$ cat src/rtl/data_memory_responder.sv
// data_memory_responder: RV32I load/store responder backed by a word-organised RAM.
// Latency: request accepted at T, response valid at T+1+WAIT_CYCLES; one request in flight.
// Backpressure: req_ready only in IDLE; the response is held stable until resp_ready.
//
// Ports:
//   clk, reset              clock and synchronous active-high reset
//   req_valid/req_ready     request handshake; req_write, req_addr, req_funct3, req_wdata
//   resp_valid/resp_ready   response handshake; resp_rdata, resp_error
//   busy                    high while a request is being served (WAIT or RESP)
// Optional feature: define MISALIGN_TRAP_EN to turn misaligned halfword/word
// accesses into errors; otherwise the low address bits are truncated.
module data_memory_responder #(
  parameter int DEPTH_WORDS = 64,
  parameter int WAIT_CYCLES = 2
) (
  input  logic        clk,
  input  logic        reset,
  input  logic        req_valid,
  output logic        req_ready,
  input  logic        req_write,
  input  logic [31:0] req_addr,
  input  logic [2:0]  req_funct3,
  input  logic [31:0] req_wdata,
  output logic        resp_valid,
  input  logic        resp_ready,
  output logic [31:0] resp_rdata,
  output logic        resp_error,
  output logic        busy
);

  localparam int IDX_W = $clog2(DEPTH_WORDS);
  localparam int ADDR_BITS = IDX_W + 2;
  localparam logic [3:0] WAIT_CNT = 4'(WAIT_CYCLES);

  typedef enum logic [1:0] {IDLE, WAIT, RESP} state_t;

  state_t      state, state_nxt;
  logic [3:0]  cnt;

  logic        cap_write;
  logic [31:0] cap_addr;
  logic [2:0]  cap_funct3;
  logic [31:0] cap_wdata;

  logic [31:0] mem [DEPTH_WORDS];

  logic        req_hs;
  logic        do_access;

  // Signals describing the access performed on the edge that enters RESP.
  logic             acc_write;
  logic [31:0]      acc_addr;
  logic [2:0]       acc_funct3;
  logic [31:0]      acc_wdata;
  logic [IDX_W-1:0] acc_idx;
  logic [1:0]       acc_lane;
  logic             acc_err;
  logic             f3_ok;
  logic             addr_err;
  logic             misalign;
  logic [3:0]       wr_lanes;
  logic [31:0]      wr_mask;
  logic [31:0]      wr_data;
  logic [31:0]      rd_word;
  logic [7:0]       rd_byte;
  logic [15:0]      rd_half;
  logic [31:0]      ld_val;
  logic             mem_we;

  assign req_hs = req_valid && req_ready;

  // With zero wait states the access coincides with acceptance, so the
  // captured copy is not yet available; use the live request in IDLE.
  assign do_access = (WAIT_CYCLES == 0) ? (state == IDLE && req_hs)
                                        : (state == WAIT && cnt == 4'd1);

  assign acc_write  = (state == IDLE) ? req_write  : cap_write;
  assign acc_addr   = (state == IDLE) ? req_addr   : cap_addr;
  assign acc_funct3 = (state == IDLE) ? req_funct3 : cap_funct3;
  assign acc_wdata  = (state == IDLE) ? req_wdata  : cap_wdata;
  assign acc_idx    = acc_addr[ADDR_BITS-1:2];
  assign acc_lane   = acc_addr[1:0];

  // ---------------- FSM: state register ----------------
  always_ff @(posedge clk) begin
    if (reset) state <= IDLE;
    else       state <= state_nxt;
  end

  // ---------------- FSM: next state ----------------
  always_comb begin
    state_nxt = state;
    case (state)
      IDLE: if (req_hs) state_nxt = (WAIT_CYCLES == 0) ? RESP : WAIT;
      WAIT: if (cnt == 4'd1) state_nxt = RESP;
      RESP: if (resp_ready) state_nxt = IDLE;
      default: state_nxt = IDLE;
    endcase
  end

  // ---------------- FSM: outputs ----------------
  always_comb begin
    req_ready  = (state == IDLE) && !reset;
    resp_valid = (state == RESP);
    busy       = (state == WAIT) || (state == RESP);
  end

  // Wait counter and request capture.
  always_ff @(posedge clk) begin
    if (reset) begin
      cnt        <= '0;
      cap_write  <= 1'b0;
      cap_addr   <= '0;
      cap_funct3 <= '0;
      cap_wdata  <= '0;
    end else begin
      if (state == IDLE && req_hs) begin
        cnt        <= WAIT_CNT;
        cap_write  <= req_write;
        cap_addr   <= req_addr;
        cap_funct3 <= req_funct3;
        cap_wdata  <= req_wdata;
      end else if (state == WAIT) begin
        cnt <= cnt - 4'd1;
      end
    end
  end

  // ---------------- Access decode ----------------
  always_comb begin
    f3_ok    = acc_write ? (acc_funct3 == 3'b000 || acc_funct3 == 3'b001 || acc_funct3 == 3'b010)
                         : (acc_funct3 == 3'b000 || acc_funct3 == 3'b001 || acc_funct3 == 3'b010 ||
                            acc_funct3 == 3'b100 || acc_funct3 == 3'b101);
    addr_err = |acc_addr[31:ADDR_BITS];
`ifdef MISALIGN_TRAP_EN
    misalign = (acc_funct3[1:0] == 2'b01 && acc_addr[0]) ||
               (acc_funct3[1:0] == 2'b10 && acc_addr[1:0] != 2'b00);
`else
    misalign = 1'b0;
`endif
    acc_err  = !f3_ok || addr_err || misalign;
  end

  // Store lanes; data is replicated so every enabled lane sees its bytes.
  always_comb begin
    wr_lanes = 4'b1111;
    wr_data  = acc_wdata;
    case (acc_funct3[1:0])
      2'b00: begin
        wr_lanes = 4'b0001 << acc_lane;
        wr_data  = {4{acc_wdata[7:0]}};
      end
      2'b01: begin
        wr_lanes = acc_addr[1] ? 4'b1100 : 4'b0011;
        wr_data  = {2{acc_wdata[15:0]}};
      end
      default: begin
        wr_lanes = 4'b1111;
        wr_data  = acc_wdata;
      end
    endcase
    wr_mask = {{8{wr_lanes[3]}}, {8{wr_lanes[2]}}, {8{wr_lanes[1]}}, {8{wr_lanes[0]}}};
  end

  assign mem_we = do_access && acc_write && !acc_err && !reset;

  // Load extraction and extension.
  always_comb begin
    rd_word = mem[acc_idx];
    case (acc_lane)
      2'd0:    rd_byte = rd_word[7:0];
      2'd1:    rd_byte = rd_word[15:8];
      2'd2:    rd_byte = rd_word[23:16];
      default: rd_byte = rd_word[31:24];
    endcase
    rd_half = acc_addr[1] ? rd_word[31:16] : rd_word[15:0];
    case (acc_funct3)
      3'b000:  ld_val = {{24{rd_byte[7]}}, rd_byte};
      3'b100:  ld_val = {24'd0, rd_byte};
      3'b001:  ld_val = {{16{rd_half[15]}}, rd_half};
      3'b101:  ld_val = {16'd0, rd_half};
      3'b010:  ld_val = rd_word;
      default: ld_val = 32'd0;
    endcase
  end

  // Response registers, loaded on the access edge and held through RESP.
  always_ff @(posedge clk) begin
    if (reset) begin
      resp_rdata <= '0;
      resp_error <= 1'b0;
    end else if (do_access) begin
      resp_rdata <= (acc_err || acc_write) ? 32'd0 : ld_val;
      resp_error <= acc_err;
    end
  end

  // RAM: every word clears in the reset cycle; stores merge enabled lanes.
  for (genvar w = 0; w < DEPTH_WORDS; w++) begin : g_word
    always_ff @(posedge clk) begin
      if (reset)
        mem[w] <= '0;
      else if (mem_we && acc_idx == IDX_W'(w))
        mem[w] <= (mem[w] & ~wr_mask) | (wr_data & wr_mask);
    end
  end

endmodule

$ cat config.mk
export PLATFORM = sky130hd
export DESIGN_NAME = data_memory_responder
export DESIGN_NICKNAME = d
export VERILOG_FILES = /design/src/rtl/data_memory_responder.sv
export SDC_FILE = /design/constraint.sdc
export NUM_CORES = 2
export LEC_CHECK = 0
export CAP_MARGIN = 20
export CORE_MARGIN = 2
export CORE_UTILIZATION = 29
export CTS_BUF_LIST = sky130_fd_sc_hd__clkbuf_4
export CTS_CLUSTER_DIAMETER = 200
export CTS_CLUSTER_SIZE = 25
export DETAILED_ROUTE_END_ITERATION = 7
export PLACE_DENSITY = 0.43
export SLEW_MARGIN = 20
export SYNTH_ARGS = -nofsm -noshare
export SYNTH_HDL_FRONTEND = slang
export SYNTH_SLANG_ARGS = --single-unit
$ cat constraint.sdc
create_clock -name clk -period 8.52 [get_ports clk]
set_input_delay 1.704 -clock clk [delete_from_list [all_inputs] [get_ports clk]]
set_output_delay 1.704 -clock clk [all_outputs]
set_load 0.1 [all_outputs]
==> flow_metrics.env <==
export IMPL_globalRoute_totalOverflow=0
export IMPL_floorplan_io_pins=108
export IMPL_global_route_wire_length_before_repair_um=585000
export IMPL_globalplace_congestion=0.919
export IMPL_relSlewSlack_pct=11.5
export IMPL_timing_final_hold_violations=0
export IMPL_clock_tree_htree_level_count=3
export IMPL_floorplan_initialDensity_pct=29.1
export IMPL_drt_total_wl_um=418000
export IMPL_num_vias=76700
export IMPL_most_used_flip_flop_cell_after_synthesis="sky130_fd_sc_hd__edfxtp_1"
export IMPL_dp_hpwl_um=260000
export IMPL_core_region_area_sq_mm=0.362
export IMPL_fillerInstances=36800
export IMPL_ys_types=70
export IMPL_fin_setup_tns_ps=0
export IMPL_netlist_area_sq_mm=0.105
export IMPL_mostFrequentLayoutCell="sky130_fd_sc_hd__edfxtp_1"
export IMPL_synth_enable_flop_cells=2048
export IMPL_finalHoldWorstSlack_ps=496
export IMPL_critPathLaunchType="flip-flop"
export IMPL_reg2reg_slack_ps=2740
export IMPL_crit_top_cell="sky130_fd_sc_hd__inv_1"
export IMPL_placementRows=221
export IMPL_detail_route_wl_per_cell_um=30.6
export IMPL_drt_drc_violations_left=0
export IMPL_finalNetCount=8860
export IMPL_whs_endpoint="cap_wdata[8]$_SDFFE_PP0P_"
export IMPL_regToRegEndpoint="mem[8][30]$_SDFFCE_PN0P_"
export IMPL_synthesized_area_fraction_occupied_by_ao_oa_aoi_and_oai_cells_pct=14.0
export IMPL_synth_simple_area_share_pct=10.9
export IMPL_clock_root_buffer_master="sky130_fd_sc_hd__clkbuf_4"
export IMPL_die_area_sq_mm=0.368
export IMPL_drt_iter0_drc=9747
export IMPL_synthCells=9159
export IMPL_fin_crit_ps=6110
export IMPL_slew_violations=0
export IMPL_hold_path_startpoint="cap_wdata[8]$_SDFFE_PP0P_"
export IMPL_timing_rr_start="state[1]$_SDFFE_PP0P_"
export IMPL_fin_skew_ps=142
export IMPL_main_combinational_cell_family_by_area_after_synthesis="compound AO/OA/AOI/OAI gates"
export IMPL_syn_area_per_cell_sq_um=11.5
export IMPL_postSynth_asyncResetShare_pct=0
export IMPL_most_common_layout_cells="sky130_fd_sc_hd__edfxtp_1, sky130_fd_sc_hd__nand2_1, sky130_fd_sc_hd__a21oi_1"
export IMPL_antenna_violating_nets_post_route=0
export IMPL_synth_xor_xnor_area_share_pct=0.0250
export IMPL_final_core_utilization_pct=31.2
export IMPL_crit_path_top_delay_cell="sky130_fd_sc_hd__clkdlybuf4s50_1"
export IMPL_cellPowerDensity_mw_per_mm2=218
export IMPL_worst_path_buf_inv=3
export IMPL_worst_setup_path_type="flip-flop to primary output"
export IMPL_cp_cell_sequence="inv_1, ha_4, inv_1, nor2_1, clkdlybuf4s50_1"
export IMPL_chipWidth_um=606
export IMPL_rsz0062_at_grt="false"
export IMPL_power_total_w=0.0246
export IMPL_post_cts_repair_setup_buffers=0
export IMPL_layout_worst_path_cycle_share_pct=71.8
export IMPL_clk_transition_reported_paths_ps=290
export IMPL_drv_max_cap_violation_count=0
export IMPL_worst_endpoint_required_ps=6820
export IMPL_drt_vias_per_instance=5.62
export IMPL_outcome="complete, no violations"
export IMPL_antenna_violations_before_repair=22
export IMPL_cts_inserted_buffers=100
export IMPL_reg2reg_depth=13
export IMPL_die_height_um=606
export IMPL_synth_yosys_seq_area_share_pct=60.5
export IMPL_portBuffers=107
export IMPL_synth_net_count=9236
export IMPL_power_static_leakage_nw=36.3
export IMPL_cts_repair_resized=0
export IMPL_synthToLayoutAreaGrowth_pct=7.18
export IMPL_first_global_vias=72900
export IMPL_ys_warn_count=0
export IMPL_share_of_layout_cells_above_drive_strength_1_pct=12.7
export IMPL_crit_path_end_kind="primary output"
export IMPL_peakVddDrop_mv=0.174
export IMPL_clock_tree_buffer_depth=4
export IMPL_worst_ep_arrival_time_ps=4410
export IMPL_setup_violations_final=0
export IMPL_tritoncts_num_sinks=2155
export IMPL_clock_latency_ps=1500
export IMPL_grt_use_total_pct=22.1
export IMPL_hold_path_class="flip-flop to flip-flop"
export IMPL_yosys_mux_area_fraction_pct=10.3
export IMPL_synth_seq_cells=2155
export IMPL_maximum_fanout_encountered_on_the_critical_timing_path=26
export IMPL_fmax_ghz=0.164
export IMPL_pin_count_of_the_biggest_net_entering_global_routing=207
export IMPL_worst_slew_pin_transition_ps=1320
export IMPL_firstDrtPassIters=8
export IMPL_hold_depth=2
export IMPL_crit_path_max_incr_delay_ps=1160
export IMPL_cts_hold_buffers=0
export IMPL_synth_adder_area_share_pct=0.0594
export IMPL_path_delay_family="buffers and inverters"
export IMPL_tritoncts_clock_tree="built"
==> power by group <==
part	total, W	internal (W)	leakage (nW)	switching [W]
Clock	0.00414	0.000754	0.674	0.00338
Combinational	0.00830	0.00217	13.6	0.00614
Sequential	0.0122	0.0119	22.0	0.000224
==> worst register-to-register path, cell delays in order, from the launching register on <==
cell and delay (ps):
sky130_fd_sc_hd__dfxtp_1 400, sky130_fd_sc_hd__inv_1 120, sky130_fd_sc_hd__ha_4 510, sky130_fd_sc_hd__buf_4 680, sky130_fd_sc_hd__mux2_2 690, sky130_fd_sc_hd__nand2_1 240, sky130_fd_sc_hd__o2111ai_1 140, sky130_fd_sc_hd__buf_4 230
sky130_fd_sc_hd__nor4_2 260, sky130_fd_sc_hd__and2_1 570, sky130_fd_sc_hd__nand2_1 130, sky130_fd_sc_hd__buf_4 320, sky130_fd_sc_hd__nand2b_2 810, sky130_fd_sc_hd__buf_4 350
==> cell families after synthesis <==
group,Yosys count
simple gates,2881
compound gates,2683
flops,2155
buf+inv,920
mux,512
fa+ha+maj,5
xor+xnor,3
==> cells in the mapped netlist, types with 5 or more instances <==
library cell                number  area (sq um)
sky130_fd_sc_hd__nand3_1         6          30.0
sky130_fd_sc_hd__a221oi_2       11           165
sky130_fd_sc_hd__nand2b_1      135           845
sky130_fd_sc_hd__and2_1         24           150
sky130_fd_sc_hd__a211o_1        16           140
sky130_fd_sc_hd__a221oi_1       19           166
sky130_fd_sc_hd__o2111ai_1       6          52.6
sky130_fd_sc_hd__a211oi_1       14           105
sky130_fd_sc_hd__o221a_2         6          67.6
sky130_fd_sc_hd__a21oi_1      1583          7920
sky130_fd_sc_hd__nor4_1         10          62.6
sky130_fd_sc_hd__nor3_1          9          45.0
sky130_fd_sc_hd__a22oi_1         8          60.1
sky130_fd_sc_hd__dfxtp_1       107          2140
sky130_fd_sc_hd__nor4_2          6          75.1
sky130_fd_sc_hd__inv_1           7          26.3
sky130_fd_sc_hd__buf_6          44           495
sky130_fd_sc_hd__buf_2         304          1520
sky130_fd_sc_hd__a41oi_1        16           140
sky130_fd_sc_hd__nand2_1      1730          6490
sky130_fd_sc_hd__mux2i_1        42           420
sky130_fd_sc_hd__o41ai_1       111           972
sky130_fd_sc_hd__nand3b_1        5          37.5
sky130_fd_sc_hd__edfxtp_1     2048         61500
sky130_fd_sc_hd__nand4_1        31           194
sky130_fd_sc_hd__a21o_1         42           315
sky130_fd_sc_hd__mux2_2         14           158
sky130_fd_sc_hd__clkbuf_1      465          1750
sky130_fd_sc_hd__nor2_1        900          3380
sky130_fd_sc_hd__o21ai_0       651          3260
sky130_fd_sc_hd__o22a_1         10          87.6
sky130_fd_sc_hd__mux4_2        450         10100
sky130_fd_sc_hd__a21boi_0       61           458
sky130_fd_sc_hd__buf_4          34           255
sky130_fd_sc_hd__buf_1          58           218
sky130_fd_sc_hd__o22ai_1       109           682
sky130_fd_sc_hd__ha_1            5          62.6
==> state kept, by name, summed over array words and instances, names as in the netlist <==
| register | flops |
|---|---|
| cap_addr | 32 |
| resp_rdata | 32 |
| cap_write | 1 |
| cap_wdata | 32 |
| cnt | 4 |
| resp_error | 1 |
| cap_funct3 | 3 |
| mem | 2048 |
| state | 2 |
==> through the flow <==
step	std cells	instance area, sq um	setup slack [ps]
after floorplan	9159	105000	3840
after global placement	13500	112000	1810
after detailed placement	13500	112000	1890
after CTS	13600	113000	2280
after global routing	13600	113000	2230
final	13600	113000	2410
==> layer usage <==
layer / global-route usage (%) / wire (um) / up-vias
met5: 0 / 79 / -
met4: 6.22 / 12300 / 10
met3: 3.69 / 34100 / 428
met2: 34.6 / 189000 / 3540
met1: 31.4 / 182000 / 39900
li1: - / - / 32900
==> worst max path at each step <==
stage | from | to | cells past startpoint
finish | state[1]$_SDFFE_PP0P_ | req_ready | 5
global route | state[1]$_SDFFE_PP0P_ | req_ready | 5
detailed placement | req_addr[3] | resp_rdata[0]$_SDFFE_PP0P_ | 11
CTS | state[1]$_SDFFE_PP0P_ | req_ready | 5
global placement | req_addr[3] | resp_rdata[30]$_SDFFE_PP0P_ | 11
floorplan | reset | req_ready | 1
==> cell type report <==
class | instances | area, sq um | share of cell area [%]
clock buffers | 143 | 1070 | 0.952
repair buffers | 435 | 3900 | 3.45
inverters | 7 | 26.3 | 0.0233
diodes | 26 | 65.1 | 0.0577
multi-input cells | 6084 | 38100 | 33.8
clock inverters | 3 | 28.8 | 0.0255
well taps | 4794 | 6000 | 5.32
flip-flops and latches | 2155 | 63600 | 56.4
Power figures use the tool's default switching activity.
